===== src/rtl/wb_queue.sv =====
// wb_queue: in-order writeback FIFO feeding the register file write port, with pending-write forwarding
module wb_queue #(
    parameter int N     = 8,
    parameter int DEPTH = 4
) (
    input  logic                     clk,
    input  logic                     reset,
    input  logic                     in_valid,
    output logic                     in_ready,
    input  logic [4:0]               in_addr,
    input  logic [N-1:0]             in_data,
    input  logic                     stall,
    output logic                     w,
    output logic [4:0]               Waddr,
    output logic [N-1:0]             Wdata,
    input  logic [4:0]               q_addr1,
    input  logic [4:0]               q_addr2,
    output logic                     q_busy1,
    output logic                     q_busy2,
    output logic [N-1:0]             q_data1,
    output logic [N-1:0]             q_data2,
    output logic [$clog2(DEPTH):0]   count
);
    localparam int AW = $clog2(DEPTH);

    logic [4:0]    addr_q [DEPTH];
    logic [N-1:0]  data_q [DEPTH];
    logic [AW-1:0] head, tail;
    logic          push, pop;

    assign in_ready = count < (AW+1)'(DEPTH);
    assign push     = in_valid & in_ready & (in_addr != 5'd0);
    assign pop      = (count != '0) & ~stall;

    // Entry storage needs no reset; validity comes from head/count.
    always_ff @(posedge clk) begin
        if (push) begin
            addr_q[tail] <= in_addr;
            data_q[tail] <= in_data;
        end
    end

    // Pointers, occupancy and the registered register-file write port.
    always_ff @(posedge clk or posedge reset) begin
        if (reset) begin
            head  <= '0;
            tail  <= '0;
            count <= '0;
            w     <= 1'b0;
            Waddr <= '0;
            Wdata <= '0;
        end else begin
            w     <= pop;
            count <= count + (AW+1)'(push) - (AW+1)'(pop);
            if (push) tail <= tail + 1'b1;
            if (pop) begin
                head  <= head + 1'b1;
                Waddr <= addr_q[head];
                Wdata <= data_q[head];
            end
        end
    end

    // Scan oldest to youngest so the youngest match wins; the in-flight write is the lowest priority.
    function automatic logic [N:0] lookup(input logic [4:0] a);
        logic [N:0]    r;
        logic [AW-1:0] idx;
        r = (w && Waddr == a) ? {1'b1, Wdata} : '0;
        for (int i = 0; i < DEPTH; i++) begin
            idx = head + AW'(i);
            if ((AW+1)'(i) < count && addr_q[idx] == a) r = {1'b1, data_q[idx]};
        end
        return (a == 5'd0) ? '0 : r;
    endfunction

    // Two independent hazard/forward query ports.
    always_comb begin
        {q_busy1, q_data1} = lookup(q_addr1);
        {q_busy2, q_data2} = lookup(q_addr2);
    end
endmodule

===== config.mk =====
export PLATFORM = sky130hd
export DESIGN_NAME = wb_queue
export DESIGN_NICKNAME = d
export VERILOG_FILES = /design/src/rtl/wb_queue.sv
export SDC_FILE = /design/constraint.sdc
export NUM_CORES = 1
export LEC_CHECK = 0
export BUFFER_PORTS_ARGS = -buffer_cell sky130_fd_sc_hd__buf_2
export CAP_MARGIN = 20
export CORE_MARGIN = 4
export CORE_UTILIZATION = 61
export DETAILED_ROUTE_END_ITERATION = 12
export GPL_ROUTABILITY_DRIVEN = 0
export PLACE_DENSITY_LB_ADDON = 0.12
export SLEW_MARGIN = 0
export SYNTH_ARGS = -nofsm -noshare
export SYNTH_HDL_FRONTEND = slang
export SYNTH_SLANG_ARGS = --single-unit

===== constraint.sdc =====
create_clock -name clk -period 4.4 [get_ports clk]
set_clock_uncertainty 0.15 [all_clocks]
set_input_delay 0.88 -clock clk [delete_from_list [all_inputs] [get_ports clk]]
set_output_delay 0.88 -clock clk [all_outputs]
set_load 0.01 [all_outputs]

; ---- Word-level counts from Yosys, hierarchy flattened
; Memories as Yosys holds them, arrays and structs flattened.
; Cells that the tools add are included.
[op_classes]
eq_ne = 10
add_sub_neg = 6
n_lt_le_gt_ge = 5
n_reduce_logical = 14
bitwise_logic = 4
muxes = 14
[op_table]
columns = op, n
row1 = two-way mux 9 bit, 12
row2 = equality test 5 bit, 10
row3 = logical AND 1 bit, 10
row4 = zero test 5 bit, 2
row5 = less-than comparator 1 x 3 -> 1 bit (first input constant), 2
row6 = less-than comparator 2 x 3 -> 1 bit (first input constant), 2
row7 = nonzero test 5 bit, 1
row8 = adder 2 x 1 -> 2 bit (second input constant), 2
row9 = adder 2 bit (second input constant), 2
row10 = adder 3 x 1 -> 3 bit, 1
row11 = bitwise AND 1 bit, 3
row12 = less-than comparator 3 bit (second input constant), 1
row13 = nonzero test 3 bit, 1
row14 = subtractor 3 x 1 -> 3 bit, 1
row15 = two-way mux 1 bit, 2
row16 = inverter 1 bit, 1
[totals]
elab_cells = 61
inputBits = 27
ff_bits = 21
memories = 2
out_inout_bits = 36
ramBits = 52
[mem_list]
columns = memory, depth, width, read_ports, rd_clocked_by_memory_dff, wr, line_no
row1 = data_q, 4, 8, 4, 0, 1, 27  ; logic [N-1:0] data_q [DEPTH];
row2 = addr_q, 4, 5, 4, 0, 1, 26  ; logic [4:0] addr_q [DEPTH];

; ---- Logic depth before layout (Yosys ltp)
; Gate-level depths: netlist (run 1).
[depth]
word_depth = 8
depth_mapped = 10
ltp_nobuf = 8

; ---- Worst setup path after synthesis (run 1)
; OpenSTA, ideal clock, no wires.
[synth_path]
path_type = input -> output
startpoint = input q_addr1[2]
endpoint = output q_data1[7]
t_required_ps = 3370
arrival_time_ps = 2539
slack_ps = 831
n_path_buf = 1
stages = 7
path_cell_list = clkbuf_1 -> xor2_1 -> nor4_1 -> nand3_1 -> a21oi_1 -> a221oi_1 -> o31ai_1
[synth_via]
elab_chain_len = 8
elab_cells_between_ends = 17
cone_classes = eq/ne: 5 / mux: 6 / reduce/logical: 6
[synth_rtl]
columns = element, line_no
row1 = from (decl), 16  ; input logic [4:0] q_addr1,
row2 = equality test 5 bit, 68  ; r = (w && Waddr == a) ? {1'b1, Wdata} : '0;
row3 = logical AND 1 bit, 68
row4 = two-way mux 9 bit, 68
row5 = two-way mux 9 bit (4 in a row), 71  ; if ((AW+1)'(i) < count && addr_q[idx] == a) r = {1'b1, data_q[idx]};
row6 = two-way mux 9 bit *, 73  ; return (a == 5'd0) ? '0 : r;
row7 = to (decl), 20  ; output logic [N-1:0] q_data1,
; Every way passes the cells marked *; elsewhere a longest branch is shown, timed or not.

; ---- Worst setup path in the final report (run 1)
[layout_path]
startpoint = register head[1]
endpoint = output q_data1[0]
[layout_via]
elab_chain_len = 8
elab_cells_between_ends = 18
cone_classes = add/sub: 3 / eq/ne: 4 / mux: 5 / reduce/logical: 4 / memory: 2
[layout_rtl]
columns = element, line_no
row1 = from (decl), 28  ; logic [AW-1:0] head, tail;
row2 = from (signal assigned), 57  ; head <= head + 1'b1;
row3 = adder 2 x 1 -> 2 bit or memory (4 x 5 bit) (tied branches), n/a
row4 = memory (4 x 5 bit) or equality test 5 bit (tied branches), n/a
row5 = equality test 5 bit or logical AND 1 bit (tied branches), 71
row6 = logical AND 1 bit or two-way mux 9 bit (tied branches), 71
row7 = two-way mux 9 bit (2 in a row), 71
row8 = two-way mux 9 bit *, 71
row9 = two-way mux 9 bit *, 73
; Marks and branches as above.

==> flow_summary.toml, run 1 <==
[logic_synthesis]
avgSynthCellArea_um2 = 13.7
syn-instance-count = 374
synth_edf_count = 52
yosysTopAreaCell = "edfxtp_1"
syn_nets = 410
syn_area_um2 = 5130
synth.yosys.seq_area_share = 0.407
synthFlopType = "edfxtp_1"
ys_ff_latch = 73
async_flop_share = 0.288
synth_cell_type_count = 46
synth.top_cells.by_area = "edfxtp_1, mux4_2, dfrtp_1"
yosys_warnings = 0
yosysTopAreaCellShare = 0.304

[drt]
drc = 0
drtIter0Drc = 302
firstDrtPassIters = 5
viasPerCell = 6.75
ant_nets = 0
vias = 3592
wl_per_cell_um = 21.6
wl_um = 11500

[sta]
setup_viol_count_final = 0
tightest_slew_ps = 888
fmax_mhz = 238
finalSetupTns_ps = 0
fin_crit_ps = 4200
relSlewSlack = 0.407
finalHoldViolCount = 0
maxSlewViolCount = 0
fin_ws_ps = 197
rsz0062_at_grt = "false"
layout_worst_path_cycle_share = 0.955

[cts]
h-tree-depth = 3
numCtsBuffers = 9
cts_hold_buffers = 0
clockRootBuffer = "clkbuf_8"
clockBufferDepth = 2
cts.sink_count = 73
cts_tree = "yes"
clkLatencyLatePin_ps = 350
path_clk_slew_ps = 90

[floorplanning]
die_area_um2 = 9950
num_io_pins = 63
die-width_um = 99.7
core_area_um2 = 8220
die_h_um = 99.7
initial_core_util = 0.625
rows = 33

[global_route]
grt_pass1_vias = 3457
grt_max_degree = 35
antenna_found_initial = 0
grt_pass1_wl_um = 18600
track_usage = 0.245
overflow = 0

[cells_and_area]
syn2layout_area_growth_pct = 10.0
drive_above_1_share = 0.344
final_cells = 532
antenna_cells = 0
layout.nets = 458

[placed_design]
dp.cells = 515
numPortBuffers = 62
place_ws_ps = 411
hpwl_um = 8970

[run_status]
outcome = "finished, final reports clean"

[power_and_ir_drop]
vdd_drop_max_v = 0.000351
power_density_nw_per_um2 = 660
leakage_nw = 2.05

[setup_path]
startpoint = "head[1]"
path_max_fanout = 21
cp.arrival_ps = 3170
required_ps = 3370
crit_path_end_kind = "output port"
regToRegStartpoint = "head[0]"
startpoint_type = "flop"
critical_path_class = "flop to output port"

[run]
drv_cap = 0

[hold_path]
holdCritStartpoint = "Wdata[0]"
hold_path_class = "flop to flop"
==> path summary, 6_finish.rpt <==
| path | end | slack [ps] | cells after the start |
|---|---|---|---|
| max | q_data1[0] | 200 | 7 |
| min | Wdata[0] | 430 | 1 |
| max reg2reg | Wdata[7] | 1960 | 4 |
| min reg2reg | Wdata[0] | 430 | 1 |
| max in group asynchronous | head[0] | 2900 | 2 |
| min in group asynchronous | count[2] | 550 | 2 |
==> logic make-up after synthesis <==
logic type	share of synthesized area
adder cells (fa/ha/maj)	0.0234
multiplexers	0.260
buffers and inverters	0.0427
XOR/XNOR	0.0921
AO/OA/AOI/OAI	0.0965
AND/OR/NAND/NOR	0.0790
flip-flops	0.407
==> worst max-delay path, stage by stage, from the launching register on <==
cell and delay, ps:
dfrtp_2 650, mux4_2 600, xor2_1 160, nor4_1 460, nand3_2 300, nand3_1 360
o31ai_1 140, buf_2 150
==> flip-flops by register name, indices dropped and copies added, names as in the netlist <==
signal,cells
Waddr,5
Wdata,8
addr_q,20
count,3
data_q,32
head,2
tail,2
w,1
==> cell type report <==
cell class	instances	area [um2]
Tap cell	105	131
Clock inverter	7	76.3
Clock buffer	9	124
Timing Repair Buffer	66	340
Inverter	13	48.8
Sequential cell	73	2090
Multi-Input combinational cell	259	2830
Fill cell	577	2570
==> layer usage <==
metal / vias to the layer above / share of wire / GRT usage / routed length (um)
li1: 1619 / - / - / -
met1: 1780 / 0.44 / 0.366 / 5030
met2: 173 / 0.46 / 0.374 / 5320
met3: 20 / 0.085 / 0.0463 / 978
met4: 0 / 0.015 / 0.0630 / 177
met5: - / 0 / 0 / 0
==> where the power goes <==
group	switching [W]	internal [W]
Combinational	0.00107	0.000992
Clock	0.000277	0.000267
Sequential	0.000202	0.000918
==> what timing repair did <==
action / in CTS / in global routing
buffers inserted: 0 / 1
gates resized for setup: 0 / 2
endpoints found under the setup margin: 0 / 14
==> per-stage QoR <==
step / hold slack [ps] / instance area, um2 / utilization / total power [W]
2_1_floorplan: 414 / 5130 / - / 0.00271
3_5_place_dp: 409 / 5440 / 0.661 / 0.00319
3_3_place_gp: 386 / 5440 / 0.661 / 0.00312
6_report: 432 / 5650 / 0.687 / 0.00373
5_1_grt: 461 / 5650 / 0.687 / 0.00398
4_1_cts: 430 / 5640 / 0.686 / 0.00372
==> cells in the mapped netlist, types with 4 or more instances <==
| master | n |
|---|---|
| nand3_1 | 5 |
| mux2_2 | 11 |
| ha_1 | 8 |
| edfxtp_1 | 52 |
| inv_1 | 13 |
| o21ai_0 | 5 |
| a21oi_1 | 6 |
| o31ai_1 | 14 |
| mux4_2 | 42 |
| a32oi_1 | 14 |
| mux4_1 | 10 |
| nor2_1 | 19 |
| a221oi_1 | 14 |
| dfrtp_1 | 21 |
| and2_1 | 9 |
| buf_2 | 8 |
| clkbuf_1 | 11 |
| nand2_1 | 9 |
| xnor2_1 | 24 |
| xor2_1 | 30 |
| nor4_1 | 4 |
| buf_4 | 5 |
| nand4_1 | 4 |
==> cell usage in the layout (no fill, tap or decap), types with 3 or more instances in the layout <==
master    netlist  routed
xnor2_1        24      24
nand3_1         5       5
edfxtp_1       52      52
ha_1            8       8
inv_6           0       3
mux2_2         11      11
o31ai_1        14      14
a21oi_1         6       6
nor2_1         19      19
o21ai_0         5       5
a221oi_1       14      14
mux4_1         10      10
xor2_1         30      30
nand3b_1        3       3
inv_1          13      13
nor4_1          4       4
nand4_1         4       4
a32oi_1        14      14
buf_2           8      62
buf_4           5       4
nand2_1         9       9
nor3_1          3       3
and2_1          9       8
dfrtp_1        21      19
clkbuf_8        0       9
mux4_2         42      42
Power figures use the tool's default switching activity.
==> inputs of run 2 (changes only) <==
- clock period: 4.4 -> 5.35 ns (I/O delays scaled with it)
==> run 2 against run 1 <==
  * Sequential power fell by 16%
  * Sequential cell count unchanged
  * Wire length fell by 0.33%
  * Hold slack lost 2.2 ps
  * Design area about the same
  * Critical path type unchanged
  * Critical endpoint is now q_data1[2]
  * Largest cell class unchanged
  * Largest power group unchanged
==> flow_summary.toml, run 2 (synthesis results as in run 1) <==
[cts]
numCtsBuffers = 9
cts.sink_count = 73
path_clk_slew_ps = 90
clockRootBuffer = "clkbuf_8"
postCtsSetupBuffers = 0
clkLatencyLatePin_ps = 350
cts_tree = "yes"
h-tree-depth = 3
cts_hold_buffers = 0
clockBufferDepth = 2
cts_resized = 0

[run_status]
outcome = "finished, final reports clean"

[sta]
fmax_mhz = 213
rsz0062_at_grt = "false"
relSlewSlack = 0.424
layout_worst_path_cycle_share = 0.879
tightest_slew_ps = 864
finalHoldViolCount = 0
whs_ps = 430
maxSlewViolCount = 0
fin_crit_ps = 4700
setup_viol_count_final = 0
finalSetupTns_ps = 0

[setup_path]
path_max_fanout = 32
path_cells = "mux4_2, xor2_1, nor4_1, nand3_2, nand3_1, o31ai_1, buf_2"
cp.arrival_ps = 3480
required_ps = 4130
crit_path_end_kind = "output port"
reg2reg_to = "count[2]"
rr_worst_depth = 8
cp_slowest_cell = "dfrtp_2"
cpPeakStageDelay_ps = 830
startpoint_type = "flop"
r2r_setup_slack_ps = 2910
regToRegStartpoint = "count[2]"
critical_path_class = "flop to output port"

[global_route]
antenna_found_initial = 0
grt_pass1_vias = 3397
track_usage = 0.238
grt_pass1_wl_um = 18000
overflow = 0
grt_max_degree = 33

[power_and_ir_drop]
finalPower_w = 0.00307
power_frac_clock = 0.149
vdd_drop_max_v = 0.000386
p_int_w = 0.00179
power_density_nw_per_um2 = 543
seqPwrFrac = 0.308
switching_power_w = 0.00128
leakage_nw = 2.06
swShare = 0.416
combPwrFrac = 0.542

[cells_and_area]
syn2layout_area_growth_pct = 10.1
final_cells = 532
top_regs = "data_q: 32 flops, addr_q: 20 flops, Wdata: 8 flops"
final_common_cell = "buf_2"
drive_above_1_share = 0.342
final_cell_mix = "buf_2, edfxtp_1, mux4_2, xor2_1, xnor2_1"
layout.nets = 458
regMostFlops = "data_q"
antenna_cells = 0
largest_register_ffs = 32

[placed_design]
dp.cells = 516
numPortBuffers = 62
hpwl_um = 8840

[hold_path]
hold_path_class = "flop to flop"
whs_path_depth = 1
holdPathEnd = "Wdata[2]"
holdCritStartpoint = "Wdata[2]"

[drt]
viasPerCell = 6.63
ant_nets = 0
firstDrtPassIters = 4
drc = 0
drtIter0Drc = 288
vias = 3529
wl_um = 11500
wl_per_cell_um = 21.5

[floorplanning]
die_area_um2 = 9950
rows = 33
initial_core_util = 0.625
die-width_um = 99.7
die_h_um = 99.7
core_area_um2 = 8220
num_io_pins = 63

[run]
drv_cap = 0
## run 2: metrics by stage
stage                     worst slack (ps)  area [um2]  utilization
after floorplan                       1400        5130            -
after global placement                1100        5440        0.662
after detailed placement              1050        5440        0.662
after CTS                              693        5650        0.688
after global routing                   467        5650        0.688
final                                  645        5650        0.688
## run 2: power by group through the flow
| stage | Combinational (W) | Clock [W] | Sequential [W] |
|---|---|---|---|
| after global placement | 0.00162 | 0 | 0.000950 |
| after floorplan | 0.00134 | 0 | 0.000880 |
| after detailed placement | 0.00166 | 0 | 0.000961 |
| after global routing | 0.00179 | 0.000489 | 0.000973 |
| after CTS | 0.00166 | 0.000462 | 0.000948 |
| final | 0.00166 | 0.000459 | 0.000946 |
## run 2: final cells by class
cell class | count | area, um2
clock buffers | 9 | 124
clock inverters | 7 | 83.8
fillers | 597 | 2570
inverters | 13 | 48.8
multi-input cells | 259 | 2830
flip-flops and latches | 73 | 2090
well taps | 105 | 131
repair buffers | 66 | 340
## run 2: layer usage
metal | wire, um | vias to the layer above | part of all wire | track usage
met2 | 5330 | 128 | 0.46 | 0.369
li1 | - | 1611 | - | -
met3 | 731 | 8 | 0.064 | 0.0477
met1 | 5300 | 1782 | 0.46 | 0.350
met4 | 105 | 0 | 0.0092 | 0.0578
met5 | 0 | - | 0 | 0
## run 2: critical path, delay by kind of cell (launching register included)
| kind | cells | cell delay (ps) |
|---|---|---|
| flops | 1 | 830 |
| buf+inv | 1 | 160 |
| simple gates | 3 | 1190 |
| xor+xnor | 1 | 160 |
| mux | 1 | 630 |
| compound gates | 1 | 160 |
## run 2: worst max-delay path by stage
| stage | start | end | slack [ps] | cells after the start |
|---|---|---|---|---|
| floorplan | q_addr1[2] | q_data1[7] | 1400 | 7 |
| detailed placement | q_addr1[2] | q_data1[7] | 1050 | 8 |
| global route | head[0] | q_data1[7] | 470 | 7 |
| global placement | q_addr1[3] | q_data1[7] | 1100 | 8 |
| CTS | head[1] | q_data1[2] | 690 | 8 |
| finish | head[1] | q_data1[2] | 650 | 7 |
